[config.mk]
export PLATFORM = sky130hd
export DESIGN_NAME = slice_buffer
export DESIGN_NICKNAME = d
export VERILOG_FILES = /design/src/rtl/slice_buf_pkg.sv /design/src/rtl/buf_ptr_counter.sv /design/src/rtl/slice_buffer.sv
export SDC_FILE = /design/constraint.sdc
export NUM_CORES = 1
export LEC_CHECK = 0
export ABC_CLOCK_PERIOD_IN_PS = 3100
export CORE_MARGIN = 3
export CORE_UTILIZATION = 63
export DETAILED_ROUTE_END_ITERATION = 6
export DONT_BUFFER_PORTS = 1
export PLACE_DENSITY = 0.79
export SLEW_MARGIN = 20
export SYNTH_ARGS = -nofsm -noshare
export SYNTH_HDL_FRONTEND = slang
export SYNTH_HIERARCHICAL = 1
export SYNTH_SLANG_ARGS = --single-unit
[constraint.sdc]
create_clock -name clk -period 3.1 [get_ports clk]
set_input_delay 0.155 -clock clk [delete_from_list [all_inputs] [get_ports clk]]
set_output_delay 0.155 -clock clk [all_outputs]
set_load 0.1 [all_outputs]
[src/rtl/slice_buf_pkg.sv]
// slice_buf_pkg: shared widths, depth and FILL/DRAIN state encoding for slice_buffer
package slice_buf_pkg;
  localparam int LINE_W = 25;
  localparam int DEPTH = 64;
  localparam int ADDR_W = 6;
  typedef enum logic {FILL = 1'b0, DRAIN = 1'b1} state_t;
endpackage

[src/rtl/buf_ptr_counter.sv]
// buf_ptr_counter: ADDR_W-bit wrapping pointer (clk, rst, clr, en -> cnt, carry when en at DEPTH-1)
module buf_ptr_counter
  import slice_buf_pkg::*;
(
  input  logic              clk,
  input  logic              rst,
  input  logic              clr,
  input  logic              en,
  output logic [ADDR_W-1:0] cnt,
  output logic              carry
);
  assign carry = en & (cnt == ADDR_W'(DEPTH - 1));
  always_ff @(posedge clk or posedge rst)
    if (rst) cnt <= '0;
    else if (clr) cnt <= '0;
    else if (en) cnt <= cnt + 1'b1;
endmodule

[src/rtl/slice_buffer.sv]
// slice_buffer: fill 64x25 frame buffer then drain in slice order over valid/ready (optional frame_xor via SLICE_BUF_FRAME_XOR_EN)
module slice_buffer
  import slice_buf_pkg::*;
(
  input  logic              clk,
  input  logic              rst,
  input  logic              flush,
  input  logic              in_valid,
  input  logic [LINE_W-1:0] in_line,
  output logic              in_ready,
  output logic              out_valid,
  output logic [LINE_W-1:0] out_line,
  output logic [ADDR_W-1:0] out_addr,
  input  logic              out_ready,
  output logic              frame_done,
  output logic              busy
`ifdef SLICE_BUF_FRAME_XOR_EN
  ,
  output logic [LINE_W-1:0] frame_xor
`endif
);
  state_t st, st_nxt;
  logic [LINE_W-1:0] mem [DEPTH];
  logic [ADDR_W-1:0] wr_ptr, rd_ptr;
  logic wr_carry, rd_carry, accept, transfer;
  assign in_ready = (st == FILL);
  assign out_valid = (st == DRAIN);
  assign busy = (st == DRAIN);
  assign accept = in_valid & in_ready;
  assign transfer = out_valid & out_ready;
  assign out_line = mem[rd_ptr];
  assign out_addr = rd_ptr;
  buf_ptr_counter u_wr (.clk(clk), .rst(rst), .clr(flush), .en(accept), .cnt(wr_ptr), .carry(wr_carry));
  buf_ptr_counter u_rd (.clk(clk), .rst(rst), .clr(flush), .en(transfer), .cnt(rd_ptr), .carry(rd_carry));
  always_comb st_nxt = flush ? FILL : (st == FILL) ? (wr_carry ? DRAIN : FILL) : (rd_carry ? FILL : DRAIN);
  always_ff @(posedge clk or posedge rst)
    if (rst) begin
      st <= FILL;
      frame_done <= 1'b0;
    end else begin
      st <= st_nxt;
      frame_done <= rd_carry & ~flush;
    end
  always_ff @(posedge clk)
    if (accept & ~flush) mem[wr_ptr] <= in_line;
`ifdef SLICE_BUF_FRAME_XOR_EN
  always_ff @(posedge clk or posedge rst)
    if (rst) frame_xor <= '0;
    else if (flush) frame_xor <= '0;
    else if (accept) frame_xor <= (wr_ptr == '0 ? '0 : frame_xor) ^ in_line;
`endif
endmodule

=== After elaboration in Yosys (flattened, before gate mapping) ===
Memories as Yosys holds them, arrays and structs flattened.
Cells that the tools add are included.

* Logic and storage cells: 29
* Memory bits (writable): 1600
* Flip-flop bits (word level): 14
* Input bits: 30
* Memories: 1
* Output and inout bits: 35

{| class="wikitable"
|+ Memories
! name !! depth !! bits a word !! read ports !! clocked after Yosys merged registers in !! wr ports !! line !! RTL
|-
| mem || 64 || 25 || 1 || 0 || 1 || slice_buffer.sv:23 || <nowiki>logic [LINE_W-1:0] mem [DEPTH];</nowiki>
|}

* Add/subtract/negate cells: 2
* Muxes and demuxes: 10
* Equal/unequal tests: 2
* Reductions and logical operators: 2
* Bitwise logic cells: 8

{| class="wikitable"
|+ Operators with widths
! kind !! count
|-
| $mux W6 || 4
|-
| $add A6 B1 Y6 const B || 2
|-
| $eq A6 B6 Y1 const B || 2
|-
| $and A1 B1 Y1 || 6
|-
| $mux W1 || 6
|-
| $reduce_bool A2 Y1 || 2
|-
| $not A1 Y1 || 2
|}

=== Depth between registers and ports, before layout ===
* Depth in word-level cells: 6
* Mapped depth: 10
* Mapped depth without buffers: 5

=== By module ===
Netlist, hierarchy kept.

{| class="wikitable"
|+ Modules (own cells, without submodules)
! module !! times used !! area an instance (um^2) !! cells an instance
|-
| slice_buffer || 1 || 61347.6 || 2768
|-
| buf_ptr_counter || 2 || 285.3 || 29
|}

=== Least setup slack after synthesis ===
OpenSTA, ideal clock, no wires.

* Path kind: reg-to-output
* Start point: reg u_rd.cnt[0]
* End point: out out_line[18]
* Path buffers: 5
* Slack: -1.707 ns
* Arrival time: 4.652 ns
* Cell stages (with the launch flop): 11
* Path through: dfrtp_1 -> buf_4 -> buf_6 -> buf_8 -> buf_6 -> buf_6 -> mux2i_1 -> a22o_1 -> a221oi_1 -> a211oi_1 -> a211oi_1

* Cells in the longest elaborated chain, start to end: 1

{| class="wikitable"
|+ Ends and longest elaborated chain
! what !! line !! RTL
|-
| start, declared || buf_ptr_counter.sv:9 || <nowiki>output logic [ADDR_W-1:0] cnt,</nowiki>
|-
| start signal, assigned || buf_ptr_counter.sv:16 || <nowiki>else if (en) cnt <= cnt + 1'b1;</nowiki>
|-
| $mem_v2 Z64 W25 || -- ||
|-
| end, declared || slice_buffer.sv:12 || <nowiki>output logic [LINE_W-1:0] out_line,</nowiki>
|}

No other way between the ends.

=== Worst setup path in the final report ===
* Start point: reg u_rd.cnt[0]
* End point: out out_line[22]

Same word-level chain as after synthesis.

==> results.tsv <==
stage	metric	value	unit
outcome	status	finished with violations	
outcome	violated checks	setup timing	
cts	clock tree buffer depth	3	
critical_path	element type at the critical path end	output port	
synth	YS warnings	6	
pwr	worst vdd ir	0.000653	V
synth	largest family of logic cells by synthesized area	multiplexers	
die	Core Footprint	0.0971	mm^2
critical_path	R2R setup slack	-10	ps
final_layout	fraction of layout cells with a size suffix above 1	33.4	%
critical_path	max incr delay on CP	550	ps
synth	Post-synth EDFFs	1600	
sta	final period utilization	119	%
critical_path	CP Launch Type	register	
cts	CTS tree	yes	
global_route	largest net degree at the start of global routing	94	
synth	Post-synth top cells	edfxtp_1 (1600), mux4_2 (322), mux2i_1 (230)	
synth	Adder-Cell Fraction of Synth Area	0.0404	%
route	vias per cell	7.39	
synth	post-synth top area share	77.6	%
route	post-DR wirelength/cell	39.5	um
sta	Least-Margin Pin Slew	930	ps
cts	H-tree Lvls	4	
synth	Seq/Total Area, Yosys	78.2	%
place	Placer Congestion	0.827	
sta	Setup WS post-layout	-577	ps
cts	Clock Latency Late Sink	760	ps
pwr	pwr dens	578	mW/mm^2
die	Die ar.	0.102	mm^2
global_route	first-pass GRT wire length	251000	um
sta	Worst slew margin	38.0	%
synth	Cell Area, Synth	0.0619	mm^2
critical_path	Crit-path slowest cell	mux4_2	
place	Port Buffers	0	
final_layout	Area growth, synth to finish	19.3	%
critical_path	critical path fanouts, max	7	
synth	Cells after Synth	2826	
route	Residual DRC	0	
die	row cnt	114	
global_route	initial antenna violation count	9	
final_layout	Filler cells	4535	
synth	synth top area cells	edfxtp_1 (78%), mux4_2 (12%), mux2i_1 (3.7%)	
critical_path	CP dominant cell by count	buf_12	
place	Post-Place Worst Slack	-33.7	ps
sta	Max Freq	0.272	GHz
die	io pins	65	
route	drt pass-1 iters	5	
cts	CTS Buf Count	150	
synth	syn nets	2858	
final_layout	final core occ	76.0	%
sta	Setup Skew	28.1	ps
critical_path	WP data required	2940	ps
synth	Post-synth ARST share	0.867	%
die	Die Ht	320	um
global_route	GRT Util Overall	35.1	%
route	vias	34000	
synth	compound-gate portion of the synthesized area	3.10	%
synth	Synth Area in Simple Gates	1.36	%
pwr	P_leak	22.5	nW
critical_path	critical path type	register to output port	
synth	post-synthesis xor/xnor area fraction	0.113	%
cts	CTS root buf	clkbuf_16	
worst_hold_path	Worst Hold Class	input port to register	
sta	Final Hold Viols	0	
route	Routed WL	182000	um
final_layout	Net count, final	3240	
global_route	vias in the first global route	34300	
sta	Slew Viols, Final	0	
synth	cell taking the most area after synthesis	edfxtp_1	
route	DR iter-0 viols	6018	
synth	mux share of post-synthesis cell area	15.8	%
cts	clk sinks	1614	
sta	Tmin final	3680	ps
route	antenna-violating nets left	0	
critical_path	CP arrival	3520	ps
die	Die Wd	320	um
sta	unrepaired setup endpoints after global routing	yes	
place	DP Wirelength	84100	um
critical_path	crit path cell chain	buf_12, buf_12, buf_16, mux4_2, mux4_2, o22ai_4, buf_6, nor3_4, buf_12	
die	initial core utilization	63.7	%
synth	post-synthesis register bit count	1614	
synth	Mapped Avg Cell Area	21.9	um^2
job	Max Cap Violations	0	
synth	Post-synth top flop	edfxtp_1	
sta	TNS Setup	-11180	ps
global_route	GR Overflow Total	0	
synth	count leader, synth	edfxtp_1	
cts	CTS clk-pin slew, worst paths	70	ps
sta	Setup violations, final	36	
synth	synth unique cells	43	
==> worst paths after layout <==
path / from / depth (start not counted) / end
hold / removal: flush / 4 / mem[43][4]
max in group asynchronous: rst / 4 / busy
setup reg to reg: busy / 5 / mem[24][7]
hold reg to reg: u_wr/cnt[2] / 2 / u_wr/cnt[2]
min in group asynchronous: rst / 3 / u_rd/cnt[0]
setup / recovery: u_rd/cnt[0] / 9 / out_line[22]
==> kinds of logic (layout without fill, tap and decap cells) <==
kind of cell,Yosys count,after routing
multiplexers,572,572
flip-flops,1614,1614
adder cells (fa/ha/maj),2,2
AND/OR/NAND/NOR,178,178
XOR/XNOR,8,8
buffers and inverters,166,660
other,0,5
AO/OA/AOI/OAI,286,286
==> sequential cells by signal (all words and copies together), names as in the netlist <==
register,count
u_rd/cnt,6
u_wr/cnt,6
frame_done,1
mem,1600
busy,1
==> worst max-delay path, delay by kind of cell, from the launching register on <==
| family | cells | cell delay [ps] |
|---|---|---|
| muxes | 2 | 1080 |
| buffers and inverters | 5 | 860 |
| DFF | 1 | 470 |
| AOI/OAI and AO/OA | 1 | 220 |
| and+or+nand+nor | 1 | 70 |
==> power by group <==
group	total, W	switching (W)	internal [W]
registers	0.0240	0.0000185	0.0240
logic	0.000924	0.000670	0.000253
clock network	0.0178	0.00813	0.00964
total	0.0427	0.00882	0.0339
==> cell usage in the layout (no fill, tap or decap), types with 10 or more instances in the layout <==
cell           count
clkbuf_1          40
mux4_2           322
buf_6             39
o21ai_4           11
o22a_1            17
a22oi_1           76
buf_4            172
buf_16            46
o21ai_1           10
and3_4            18
o22ai_1           25
dlygate4sd3_1     31
o21ai_0           24
mux2i_2           11
o21ai_2           14
buf_8             10
a31oi_1           38
clkbuf_16        161
o22ai_2           13
mux2_4            12
nor2_2            66
mux2i_1          216
nand2_1           14
edfxtp_1        1600
clkinv_2          22
o31ai_4           15
nor2_1            24
clkinv_1          27
buf_12            81
==> area by class of cell <==
type / instances / area (um^2) / area share (%)
diodes: 5 / 12.5 / 0.0169
clock buffers: 193 / 3970 / 5.37
clock inverters: 71 / 571 / 0.773
inverters: 4 / 15.0 / 0.0203
multi-input cells: 1046 / 13800 / 18.7
flip-flops and latches: 1614 / 48400 / 65.6
well taps: 1276 / 1600 / 2.16
repair buffers: 392 / 5430 / 7.36
==> per-stage QoR <==
stage	hold WS (ps)	instances	instance area [um^2]	power [W]
after CTS	209	4577	73200	0.0424
after global placement	-99.9	4192	65700	0.0248
after detailed placement	-94.7	4192	65700	0.0249
after floorplan	-104	2826	62000	0.0247
final	245	4601	73800	0.0427
after global routing	220	4598	73800	0.0435
==> per-layer routing <==
layer  track usage (%)  share of wire, %  up-vias
li1                  -                 -    12700
met1              45.0                31    17200
met2              55.0                48     3437
met3              9.69                14      638
met4              20.6               6.3       10
met5                 0             0.038        -
==> timing repair <==
action / CTS / global route
hold endpoints to repair: 1628 / 0
gates resized for setup: 223 / 99
setup buffers: 52 / 21
pin swaps: 55 / 43
setup endpoints to repair: 25 / 648
cloned: 16 / 9
hold buffers: 56 / 0
(Power assumes the default switching activity.)
